===== src/rtl/prm_edge_sweep_if.sv =====
// Request/checker/result bundle between the edge scheduler, prm_edge_sweep and the
// combinational checker bank. The slave modport is the sweeper's view.
interface prm_edge_sweep_if #(
   parameter int JW   = 5,
   parameter int NJ   = 3,
   parameter int SLOG = 4
);
   localparam int CW = JW * NJ;

   logic            req_valid;
   logic            req_ready;
   logic [CW-1:0]   req_start;
   logic [CW-1:0]   req_end;
   logic            abort;
   logic [CW-1:0]   cell_code;
   logic            cell_vld;
   logic            edge_mask;
   logic            res_vld;
   logic            res_hit;
   logic [SLOG:0]   res_idx;
   logic            busy;

   modport master (
      output req_valid, req_start, req_end, abort, edge_mask,
      input  req_ready, cell_code, cell_vld, res_vld, res_hit, res_idx, busy
   );

   modport slave (
      input  req_valid, req_start, req_end, abort, edge_mask,
      output req_ready, cell_code, cell_vld, res_vld, res_hit, res_idx, busy
   );
endinterface


===== src/rtl/prm_edge_sweep.sv =====
// Walks one roadmap edge cell by cell through the checker bank using per-joint
// fixed-point interpolation, and reports the first obstructed step (if any).
module prm_edge_sweep #(
   parameter int JW   = 5,
   parameter int NJ   = 3,
   parameter int SLOG = 4
) (
   input logic                clk,
   input logic                rst,
   prm_edge_sweep_if.slave    bus
);
   localparam int CW    = JW * NJ;
   localparam int STEPS = 2 ** SLOG;
   localparam int AW    = JW + SLOG + 1;

   typedef enum logic [1:0] {IDLE, SWEEP, DONE} state_t;

   state_t                 state_q, state_d;
   logic [CW-1:0]          start_q, start_d;
   logic signed [JW:0]     diff_q [NJ];
   logic signed [JW:0]     diff_d [NJ];
   logic signed [AW-1:0]   acc_q  [NJ];
   logic signed [AW-1:0]   acc_d  [NJ];
   logic [SLOG:0]          k_q, k_d;
   logic                   req_ready_q, req_ready_d;
   logic [CW-1:0]          cell_code_q, cell_code_d;
   logic                   cell_vld_q, cell_vld_d;
   logic                   res_vld_q, res_vld_d;
   logic                   res_hit_q, res_hit_d;
   logic [SLOG:0]          res_idx_q, res_idx_d;
   logic                   busy_q, busy_d;

   // acc holds diff*k, so the arithmetic shift is floor(diff*k/STEPS) for either sign.
   function automatic logic [JW-1:0] interp(input logic [JW-1:0] s,
                                            input logic signed [AW-1:0] acc);
      logic signed [AW-1:0] sum;
      sum = $signed({{(AW-JW){1'b0}}, s}) + (acc >>> SLOG);
      return sum[JW-1:0];
   endfunction

   always_comb begin
      state_d     = state_q;
      start_d     = start_q;
      k_d         = k_q;
      req_ready_d = req_ready_q;
      cell_code_d = cell_code_q;
      cell_vld_d  = cell_vld_q;
      res_vld_d   = 1'b0;
      res_hit_d   = res_hit_q;
      res_idx_d   = res_idx_q;
      busy_d      = busy_q;
      for (int j = 0; j < NJ; j++) begin
         diff_d[j] = diff_q[j];
         acc_d[j]  = acc_q[j];
      end

      case (state_q)
         IDLE: begin
            if (bus.req_valid) begin
               start_d = bus.req_start;
               for (int j = 0; j < NJ; j++) begin
                  diff_d[j] = $signed({1'b0, bus.req_end[j*JW +: JW]})
                            - $signed({1'b0, bus.req_start[j*JW +: JW]});
                  acc_d[j]  = '0;
               end
               k_d         = '0;
               cell_code_d = bus.req_start;
               cell_vld_d  = 1'b1;
               req_ready_d = 1'b0;
               busy_d      = 1'b1;
               state_d     = SWEEP;
            end
         end
         SWEEP: begin
            if (bus.abort) begin
               cell_vld_d  = 1'b0;
               req_ready_d = 1'b1;
               busy_d      = 1'b0;
               state_d     = IDLE;
            end else if (bus.edge_mask) begin
               res_hit_d  = 1'b1;
               res_idx_d  = k_q;
               res_vld_d  = 1'b1;
               cell_vld_d = 1'b0;
               state_d    = DONE;
            end else if (k_q == (SLOG+1)'(STEPS)) begin
               res_hit_d  = 1'b0;
               res_idx_d  = '0;
               res_vld_d  = 1'b1;
               cell_vld_d = 1'b0;
               state_d    = DONE;
            end else begin
               k_d = k_q + 1'b1;
               for (int j = 0; j < NJ; j++) begin
                  acc_d[j] = acc_q[j] + $signed({{(AW-JW-1){diff_q[j][JW]}}, diff_q[j]});
                  cell_code_d[j*JW +: JW] = interp(start_q[j*JW +: JW], acc_d[j]);
               end
            end
         end
         DONE: begin
            req_ready_d = 1'b1;
            busy_d      = 1'b0;
            state_d     = IDLE;
         end
         default: begin
            req_ready_d = 1'b1;
            cell_vld_d  = 1'b0;
            busy_d      = 1'b0;
            state_d     = IDLE;
         end
      endcase
   end

   always_ff @(posedge clk) begin
      if (rst) begin
         state_q     <= IDLE;
         start_q     <= '0;
         k_q         <= '0;
         req_ready_q <= 1'b1;
         cell_code_q <= '0;
         cell_vld_q  <= 1'b0;
         res_vld_q   <= 1'b0;
         res_hit_q   <= 1'b0;
         res_idx_q   <= '0;
         busy_q      <= 1'b0;
         for (int j = 0; j < NJ; j++) begin
            diff_q[j] <= '0;
            acc_q[j]  <= '0;
         end
      end else begin
         state_q     <= state_d;
         start_q     <= start_d;
         k_q         <= k_d;
         req_ready_q <= req_ready_d;
         cell_code_q <= cell_code_d;
         cell_vld_q  <= cell_vld_d;
         res_vld_q   <= res_vld_d;
         res_hit_q   <= res_hit_d;
         res_idx_q   <= res_idx_d;
         busy_q      <= busy_d;
         for (int j = 0; j < NJ; j++) begin
            diff_q[j] <= diff_d[j];
            acc_q[j]  <= acc_d[j];
         end
      end
   end

   assign bus.req_ready = req_ready_q;
   assign bus.cell_code = cell_code_q;
   assign bus.cell_vld  = cell_vld_q;
   assign bus.res_vld   = res_vld_q;
   assign bus.res_hit   = res_hit_q;
   assign bus.res_idx   = res_idx_q;
   assign bus.busy      = busy_q;
endmodule


===== src/flat_wrapper.sv =====
// flat-port wrapper written by rule: the top's interface ports become plain ports
module prm_edge_sweep_flat 
#(
   parameter int JW   = 5,
   parameter int NJ   = 3,
   parameter int SLOG = 4
)
  (clk, rst, bus_req_valid, bus_req_start, bus_req_end, bus_abort, bus_edge_mask, bus_req_ready, bus_cell_code, bus_cell_vld, bus_res_vld, bus_res_hit, bus_res_idx, bus_busy);
  prm_edge_sweep_if #(.JW(JW), .NJ(NJ), .SLOG(SLOG)) bus_i ();
  input logic clk;
  input logic rst;
  input wire logic [$bits(bus_i.req_valid)-1:0] bus_req_valid;
  input wire logic [$bits(bus_i.req_start)-1:0] bus_req_start;
  input wire logic [$bits(bus_i.req_end)-1:0] bus_req_end;
  input wire logic [$bits(bus_i.abort)-1:0] bus_abort;
  input wire logic [$bits(bus_i.edge_mask)-1:0] bus_edge_mask;
  output wire logic [$bits(bus_i.req_ready)-1:0] bus_req_ready;
  output wire logic [$bits(bus_i.cell_code)-1:0] bus_cell_code;
  output wire logic [$bits(bus_i.cell_vld)-1:0] bus_cell_vld;
  output wire logic [$bits(bus_i.res_vld)-1:0] bus_res_vld;
  output wire logic [$bits(bus_i.res_hit)-1:0] bus_res_hit;
  output wire logic [$bits(bus_i.res_idx)-1:0] bus_res_idx;
  output wire logic [$bits(bus_i.busy)-1:0] bus_busy;
  assign bus_i.req_valid = bus_req_valid;
  assign bus_i.req_start = bus_req_start;
  assign bus_i.req_end = bus_req_end;
  assign bus_i.abort = bus_abort;
  assign bus_i.edge_mask = bus_edge_mask;
  assign bus_req_ready = bus_i.req_ready;
  assign bus_cell_code = bus_i.cell_code;
  assign bus_cell_vld = bus_i.cell_vld;
  assign bus_res_vld = bus_i.res_vld;
  assign bus_res_hit = bus_i.res_hit;
  assign bus_res_idx = bus_i.res_idx;
  assign bus_busy = bus_i.busy;
  prm_edge_sweep #(.JW(JW), .NJ(NJ), .SLOG(SLOG)) u_core (.clk(clk), .rst(rst), .bus(bus_i));
endmodule

===== config.mk =====
export PLATFORM = sky130hd
export DESIGN_NAME = prm_edge_sweep_flat
export DESIGN_NICKNAME = d
export VERILOG_FILES = /design/src/rtl/prm_edge_sweep_if.sv /design/src/rtl/prm_edge_sweep.sv /design/src/flat_wrapper.sv
export SDC_FILE = /design/constraint.sdc
export NUM_CORES = 1
export LEC_CHECK = 0
export CAP_MARGIN = 10
export CORE_MARGIN = 2
export CORE_UTILIZATION = 30
export DETAILED_ROUTE_END_ITERATION = 6
export HOLD_SLACK_MARGIN = 0.08
export SYNTH_ARGS = -nofsm -noshare
export SYNTH_HDL_FRONTEND = slang
export SYNTH_SLANG_ARGS = --single-unit

===== constraint.sdc =====
create_clock -name clk -period 3.1 [get_ports clk]
set_input_delay 0.31 -clock clk [delete_from_list [all_inputs] [get_ports clk]]
set_output_delay 0.31 -clock clk [all_outputs]
set_load 0.005 [all_outputs]

==> run metrics <==
skew final=approximately 0.013 ns; Yosys warning total=0; hold depth=2; initial antenna violation count=0; first-pass GRT wire length=between 20,000 and 25,000 µm; Hold Path Class=flop to flop; Pins Over Slew Limit=0; Seq/Total Area, Yosys=roughly 34%; layout cells sized above 1=7.97%; most frequent cells in the layout=dfxtp_1 (92), nand2_1 (86), a21oi_1 (70); Antenna Violating Nets Remaining=0; HP Start=u_core.bus.cell_code[3]; CTS Buf Count=9; CORE AREA=between 15,000 and 20,000 µm²; Slew Limit Headroom=~43%; worst skew pair latency=approximately 0.34 ns; clock buffer depth=2; GPL Wtd Cong=just over 0.8; measured slew at the worst slew-check pin=between 0.8 and 0.9 ns; first drt pass iteration count=4; MaxCap Viol Count=0; reg-to-reg setup timing slack=0.17 ns; global route overflow=0; Mapped Cells=646; Reg clk slew, reported paths=about 0.070 ns; die extent in y=138 µm; Netlist cell types=48; unrepaired setup endpoints after global routing=no; # DRC=0; total routed wirelength=13,300 µm; worst path arrival time=between 3 and 4 ns; Clk pwr share=36.5%; H-tree level count=3; PwrDens=between 400 and 500 nW/µm²; # rows=48; Power Internal=2.03 mW; CTS Hold Buffers Added=0; Syn Area/Cell=8.30 µm²; Die X-Extent=between 100 and 150 µm; # IOs=60; Net Sw Power=around 0.8 mW; Worst Path Max Fanout=3; synthesized flop and latch total=roughly 90; Post-CTS Resized=0; CTS tree=done; Worst Hold Path EP=u_core.bus.cell_code[3]; worst r2r path cells=14; r2r startpoint=u_core.diff_q[0][12]; DRT iter0 DRCs=190; port bufs=59; Final min period=between 2 and 3 ns; Clock Sinks=92; dpl cells=roughly 900; combinational share of power=between 10% and 20%; final std cells w/o fill=a little over 900; Top Layer Used=met4; count of final hold-check violations=0; largest net degree at the start of global routing=47; FMAX=342 MHz; gr usage total=14.9%; vias in the first global route=4,407; Setup TNS=0 ns; reg2reg end=u_core.bus.cell_code[14]; Syn Nets=approximately 740; routed wl met3=between 200 and 300 µm; Top FF cell, synth=dfxtp_1; Post-CTS Setup Bufs=0; CTS root buf=clkbuf_16; met2 WL=between 6000 and 7000 µm; status=complete, no violations; Switching Fraction=between 20% and 30%; Ant. Diodes=0; Area Overhead vs Synth=22.2%; die footprint=between 15,000 and 20,000 µm²; commonest non-fill, non-tap cell in the layout=dfxtp_1; Worst Setup End Kind=flop; Reg power frac=a little under half; VDD IR max=about 0.00026 V; vias per cell=approximately 4.9; fin nets=slightly below 800; CP Class=flop to flop; initial core utilization=30.9%; Post-Syn Area=5360 µm²; dpl hpwl=approximately 9700 µm; startpoint types=flop; EDFF count, synth=0; fraction of registers with async set/reset=0%; Routed WL per cell=~14 µm; DR vias=4,539; filler cell count=1,819; final setup violating endpoints=0; met1 WL=6730 µm; CP Data Required Time=3.37 ns; fin crit share=between 90% and 100%; Leakage=about 2.8 nW
-- kinds of logic (layout without fill, tap and decap cells) --
group / count (synthesis) / count (layout) / synth area share (%)
buffers and inverters: 69 / 126 / 5.04
XOR/XNOR: 39 / 39 / 6.51
multiplexers: 6 / 6 / 1.12
adder cells (fa/ha/maj): 63 / 63 / 16.0
AO/OA/AOI/OAI: 157 / 157 / 17.6
AND/OR/NAND/NOR: 220 / 220 / 19.4
flip-flops: 92 / 92 / 34.4
-- final cells by class --
type / instances / area [µm²] / area share, %
clock buffer: 9 / 225 / 3.44
clock inverter: 7 / 50.0 / 0.764
inverter: 37 / 139 / 2.12
multi-input combinational: 485 / 3320 / 50.7
sequential: 92 / 1840 / 28.1
tap: 225 / 282 / 4.30
timing repair buffer: 73 / 691 / 10.5
-- Yosys cell counts (all sizes together), types with 8 or more instances --
library cell  number  area, µm²
dfxtp             92       1840
nor2              49        184
nand2b            10       62.6
fa                 9        180
inv               37        139
o21a               9       67.6
clkbuf            16       60.1
xor2              11        104
a21o              15        113
a22oi              8       60.1
nor3              10       60.1
xnor2             28        245
buf               16       71.3
o21ai             21        105
nand3             30        150
nand2             86        323
a211oi             8       60.1
ha                54        676
a21oi             74        370
-- sequential cells by signal, indices dropped and copies added, names as in the netlist --
name                  flops
u_core.state_q            2
u_core.bus.res_vld        1
u_core.bus.busy           1
u_core.k_q                5
u_core.bus.res_idx        5
u_core.bus.cell_code     15
u_core.start_q           15
u_core.acc_q             27
u_core.bus.req_ready      1
u_core.bus.cell_vld       1
u_core.bus.res_hit        1
u_core.diff_q            18
-- worst max-delay path, stage by stage, from the launching register on --
cell and delay [ns]:
dfxtp_1 0.33, ha_1 0.16, inv_1 0.06, fa_2 0.33
nand2b_4 0.17, nand2_1 0.07, a21oi_1 0.07, xnor2_1 0.15
ha_1 0.22, fa_2 0.36, a21o_1 0.19, a21oi_2 0.16
xnor2_2 0.08, or4_1 0.39, o211ai_1 0.10
-- stage by stage --
| stage | hold slack, ns | power (mW) | worst slack [ns] | utilization [%] | area, µm² |
|---|---|---|---|---|---|
| CTS | 0.458 | 2.88 | 0.00989 | 37.4 | 6490 |
| floorplan | 0.436 | 1.62 | 0.216 | - | 5360 |
| global route | 0.472 | 3.00 | 0.00851 | 37.7 | 6550 |
| finish | 0.452 | 2.84 | 0.174 | 37.7 | 6550 |
| detailed placement | 0.444 | 1.83 | 0.0330 | 35.8 | 6210 |
| global placement | 0.440 | 1.83 | 0.0973 | 35.8 | 6210 |
-- power groups by stage --
stage | sequential (mW) | clock (mW) | combinational, mW
6_report | 1.28 | 1.04 | 0.523
2_1_floorplan | 1.30 | 0 | 0.323
3_5_place_dp | 1.31 | 0 | 0.521
5_1_grt | 1.29 | 1.11 | 0.589
3_3_place_gp | 1.31 | 0 | 0.517
4_1_cts | 1.28 | 1.07 | 0.525
-- how the worst max path moves through the flow --
stage	startpoint	endpoint	slack, ns
final	u_core.diff_q[0][12]	u_core.bus.cell_code[14]	0.17
after global routing	u_core.diff_q[0][12]	u_core.bus.cell_code[14]	0.009
after CTS	u_core.diff_q[0][0]	u_core.bus.cell_code[4]	0.01
after detailed placement	u_core.diff_q[0][12]	u_core.bus.cell_code[14]	0.03
after global placement	u_core.diff_q[0][0]	u_core.bus.cell_code[4]	0.1
after floorplan	u_core.diff_q[0][12]	u_core.bus.cell_code[14]	0.22
-- routing by layer --
layer / track usage, % / up-vias
met5: 0 / -
met4: 4.18 / 0
met3: 2.69 / 14
met2: 23.9 / 45
met1: 20.4 / 2140
li1: - / 2340
Note: power is estimated with default switching activity, not from simulation.
==> patch 1 (config.mk and constraints unchanged) <==
Make the reset (`rst`) asynchronous in one clocked block.
--- a/src/rtl/prm_edge_sweep.sv
+++ b/src/rtl/prm_edge_sweep.sv
@@ -111,7 +111,7 @@
       endcase
    end
 
-   always_ff @(posedge clk) begin
+   always_ff @(posedge clk or posedge rst) begin
       if (rst) begin
          state_q     <= IDLE;
          start_q     <= '0;
Behaviour: differs if rst is asserted again (counterexample within 4 cycles, from zero or initial values and one cycle with rst high); with rst held inactive, the same outputs for 4 cycles.
==> patch 1 against the unedited design <==
  * Synthesized area rose by 2.5%
  * Worst setup slack got worse by 14 ps
  * Routed wire length fell by 2.5%
  * Via count fell by 8.3%
  * Non-clock buffer count did not move
  * Cell area rose by 2.5%
  * Sequential cell count did not move
  * First-iteration DRC count rose by 6.8%
  * Critical path depth fell by 2
  * Critical endpoint is now u_core.bus.cell_code[14]
Power is not compared: it rests on default switching activity, and its combinational part moved more than twofold at a synthesized area within 25%.
==> patch 1: results (changes against the unedited design) <==
| Metric | Value |
|---|---|
| Slowest cell on the critical path | `dfrtp_1 (was or4_1)` |
| Largest net degree at the start of global routing | `93 (was 47)` |
| PostCTS Resize Cnt | `1 (was 0)` |
| Via/cell ratio | `4.84 (was 4.89)` |
| Post-synth ARST share | `100% (was 0%)` |
| CP arrival | `3150 ps (was 3190 ps)` |
| Top cells by area, synth | `dfrtp_1 (41%), ha_1 (12%), xnor2_1 (4.8%) (was dfxtp_1 (34%), ha_1 (13%), a21oi_1 (6.9%))` |
| Reg2Reg Depth | `12 (was 14)` |
| GP Congestion | `0.798 (was 0.823)` |
| RR Startpoint | `u_core.acc_q[0] (was u_core.diff_q[0][12])` |
| Final nets | `725 (was 796)` |
| Status | `finished, final reports clean (unchanged)` |
| Hold crit path type | `in2async (was reg2reg)` |
| Share of cells above drive strength 1 | `7.28% (was 7.97%)` |
| Final hold slack | `398 ps (was 452 ps)` |
| Placed cell count | `841 (was 912)` |
| Post-Syn Nets | `662 (was 744)` |
| Iter 0 DRT Violations | `203 (was 190)` |
| List of most frequent post-synthesis cells | `dfrtp_1 (91), nand2_1 (55), ha_1 (54) (was dfxtp_1 (92), nand2_1 (86), a21oi_1 (74))` |
| First-pass GRT wire length | `21900 um (was 22200 um)` |
| Via count of the first global-routing pass | `4377 (was 4407)` |
| Worst slew pin tran | `820 ps (was 849 ps)` |
| VDD IR-drop max | `0.388 mV` |
| Worst slack, placed | `47.1 ps (was 33.0 ps)` |
| Syn avg cell area | `9.74 um2 (was 8.30 um2)` |
| Non-Filler Instances | `861 (was 928)` |
| Clock skew | `10.1 ps (was 12.5 ps)` |
| Largest delay share family, worst path | `compound AO/OA/AOI/OAI gates (was adder cells)` |
| Comb. pwr | `about 2200 uW` |
| Commonest register cell after synthesis | `dfrtp_1 (was dfxtp_1)` |
| Tot GR Track Use | `13.9% (was 14.9%)` |
| Detailed Place HPWL | `9280 um (was 9660 um)` |
[patch 1: cell types whose count changed in the layout (fill, tap and decap cells not counted), sizes merged, moves of 8 or more]
cell	change
nor3	-9
nor2	-17
a21oi	-33
a22o	+11
nand3	-22
dfrtp	+91
o21ai	+33
nand2	-31
and3	+8
dfxtp	-92
[patch 1: worst max path at each step]
| stage | from | end | slack [ps] | cells after the start |
|---|---|---|---|---|
| after floorplan | u_core.acc_q[0] | u_core.bus.cell_code[14] | 280 | 12 |
| after global placement | u_core.acc_q[0] | u_core.bus.cell_code[14] | 120 | 12 |
| after detailed placement | u_core.acc_q[0] | u_core.bus.cell_code[14] | 50 | 12 |
| after CTS | u_core.acc_q[10] | u_core.bus.cell_code[9] | 50 | 14 |
| after global routing | u_core.acc_q[10] | u_core.bus.cell_code[9] | -3 | 14 |
| final | u_core.acc_q[0] | u_core.bus.cell_code[14] | 160 | 12 |
[patch 1: layer usage]
metal	up-vias	global-route usage (%)	routed length (um)	share of wire, %
li1	2070	-	-	-
met1	2006	18.0	6020	47
met2	70	22.7	6160	48
met3	17	3.23	514	4.0
met4	0	5.00	227	1.8
met5	-	0	0	0
[patch 1: area by class of cell]
cell class	instances	area, um2
inverters	41	155
clock inverters	3	21.3
well taps	229	287
clock buffers	13	270
fillers	1746	11200
multi-input cells	410	2970
repair buffers	73	708
flip-flops and latches	92	2300
[patch 1: kinds of logic after synthesis]
group | after synthesis | synth area share [%]
AO/OA/AOI/OAI | 166 | 18.8
AND/OR/NAND/NOR | 137 | 11.9
flip-flops | 92 | 41.9
adder cells (fa/ha/maj) | 63 | 15.6
buffers and inverters | 62 | 4.58
XOR/XNOR | 44 | 7.15
==> patch 2 (same settings) <==
Without the edit above. `JW` is set to 5 in 3 places; all go to 10.
--- a/src/rtl/prm_edge_sweep_if.sv
+++ b/src/rtl/prm_edge_sweep_if.sv
@@ -1,7 +1,7 @@
 // Request/checker/result bundle between the edge scheduler, prm_edge_sweep and the
 // combinational checker bank. The slave modport is the sweeper's view.
 interface prm_edge_sweep_if #(
-   parameter int JW   = 5,
+   parameter int JW   = 10,
    parameter int NJ   = 3,
    parameter int SLOG = 4
 );
--- a/src/rtl/prm_edge_sweep.sv
+++ b/src/rtl/prm_edge_sweep.sv
@@ -1,7 +1,7 @@
 // Walks one roadmap edge cell by cell through the checker bank using per-joint
 // fixed-point interpolation, and reports the first obstructed step (if any).
 module prm_edge_sweep #(
-   parameter int JW   = 5,
+   parameter int JW   = 10,
    parameter int NJ   = 3,
    parameter int SLOG = 4
 ) (
--- a/src/flat_wrapper.sv
+++ b/src/flat_wrapper.sv
@@ -1,7 +1,7 @@
 // flat-port wrapper written by rule: the top's interface ports become plain ports
 module prm_edge_sweep_flat 
 #(
-   parameter int JW   = 5,
+   parameter int JW   = 10,
    parameter int NJ   = 3,
    parameter int SLOG = 4
 )
Ports: changed (resized bus_cell_code, bus_req_end and bus_req_start); port bits go from 60 to 105. The function was not compared with the original's and may differ.
==> patch 2 against the unedited design <==
  * Worst setup slack worse by 330 ps
  * The flow now finishes with violations (negative setup slack)
  * Core utilization is 3.1 points higher
  * Maximum frequency fell by 10%
  * Synthesized area increased by 79%
  * Synthesized cell count up 84%
  * Final cell count rose by 92%
  * Cell area increased by 96%
  * Routed wire length increased by 110%
  * Combinational power increased to 2.7 times the old value
  * Sequential cell count grew 60
  * Largest power group unchanged
  * Total power is 98% higher
  * Critical path type unchanged
  * Clock skew grew 3.1 ps
==> patch 2: results (changes against the unedited design) <==
| Metric | Value |
|---|---|
| Worst slew pin tran | `998 ps (was 849 ps)` |
| Sw frac | `31.3% (was 28.6%)` |
| Tot GR Track Use | `16.9% (was 14.9%)` |
| Iter 0 DRT Violations | `460 (was 190)` |
| PostCTS Resize Cnt | `30 (was 0)` |
| Status | `finished with violations (was finished, final reports clean)` |
| Largest delay share family, worst path | `compound AO/OA/AOI/OAI gates (was adder cells)` |
| Routed wl met2 | `13100 um (was 6020 um)` |
| CTS H-tree depth | `4 (was 3)` |
| CP arrival | `3580 ps (was 3190 ps)` |
| PortBufs | `104 (was 59)` |
| Count of cell types in the netlist | `61 (was 48)` |
| Detailed Place HPWL | `20200 um (was 9660 um)` |
| Sequential-to-total area share from yosys stat | `31.8% (was 34.4%)` |
| Top cells by area, synth | `dfxtp_1 (32%), ha_1 (13%), a21oi_1 (6.9%) (was dfxtp_1 (34%), ha_1 (13%), a21oi_1 (6.9%))` |
| Routing usage on met1 | `22.2% (was 20.4%)` |
| Final nets | `1541 (was 796)` |
| M2 GR Usage | `28.1% (was 23.9%)` |
| Gate power share | `25.0% (was 18.4%)` |
| Fin Setup TNS | `-746 ps (was 0 ps)` |
| Met3 Use GR | `2.97% (was 2.69%)` |
| Share of cells above drive strength 1 | `19.1% (was 7.97%)` |
| Hold crit path type | `in2reg (was reg2reg)` |
| Placed Area | `11800 um2 (was 6210 um2)` |
| VDD IR-drop max | `0.373 mV (was 0.259 mV)` |
| Pleak | `0.00543 uW (was 0.00278 uW)` |
| Cell count after synthesis | `1190 (was 646)` |
| Setup WS post-layout | `-157 ps (was 174 ps)` |
| Via count of the first global-routing pass | `8892 (was 4407)` |
| Failing checks | `negative setup slack` |
| CTS Buf Count | `17 (was 9)` |
| Slowest stage delay, CP | `360 ps (was 390 ps)` |
| Post-CTS Setup Bufs | `9 (was 0)` |
| Final setup fails | `8 (was 0)` |
| Clock power frac | `36.6% (was 36.5%)` |
| List of most frequent post-synthesis cells | `nand2_1 (154), dfxtp_1 (152), a21oi_1 (133) (was dfxtp_1 (92), nand2_1 (86), a21oi_1 (74))` |
| Vias | `9107 (was 4539)` |
| Largest net degree at the start of global routing | `49 (was 47)` |
| First-pass GRT wire length | `45600 um (was 22200 um)` |
| Initial antenna violation count | `1 (was 0)` |
==> patch 2: cell type report <==
type / count / area [um2]
Tap cell: 402 / 503
Clock buffer: 18 / 429
Sequential cell: 152 / 3050
Timing Repair Buffer: 218 / 1910
Clock inverter: 14 / 140
Fill cell: 3108 / 18600
Multi-Input combinational cell: 925 / 6610
Inverter: 55 / 206
==> patch 2: final timing paths <==
kind	from	to	slack [ps]	cells past startpoint
setup / recovery	u_core.acc_q[0][30]	u_core.bus.cell_code[29]	-160	15
hold / removal	rst	u_core.bus.cell_code[16]	330	2
setup reg to reg	u_core.acc_q[0][30]	u_core.bus.cell_code[29]	-160	15
hold reg to reg	u_core.bus.cell_code[21]	u_core.bus.cell_code[21]	460	2
==> patch 2: cells by family after synthesis <==
kind of cell | after synthesis | share of synthesized area [%]
buf+inv | 113 | 4.49
mux | 1 | 0.118
flops | 152 | 31.8
simple gates | 402 | 19.4
xor+xnor | 72 | 6.80
compound gates | 343 | 22.8
fa+ha+maj | 107 | 14.7
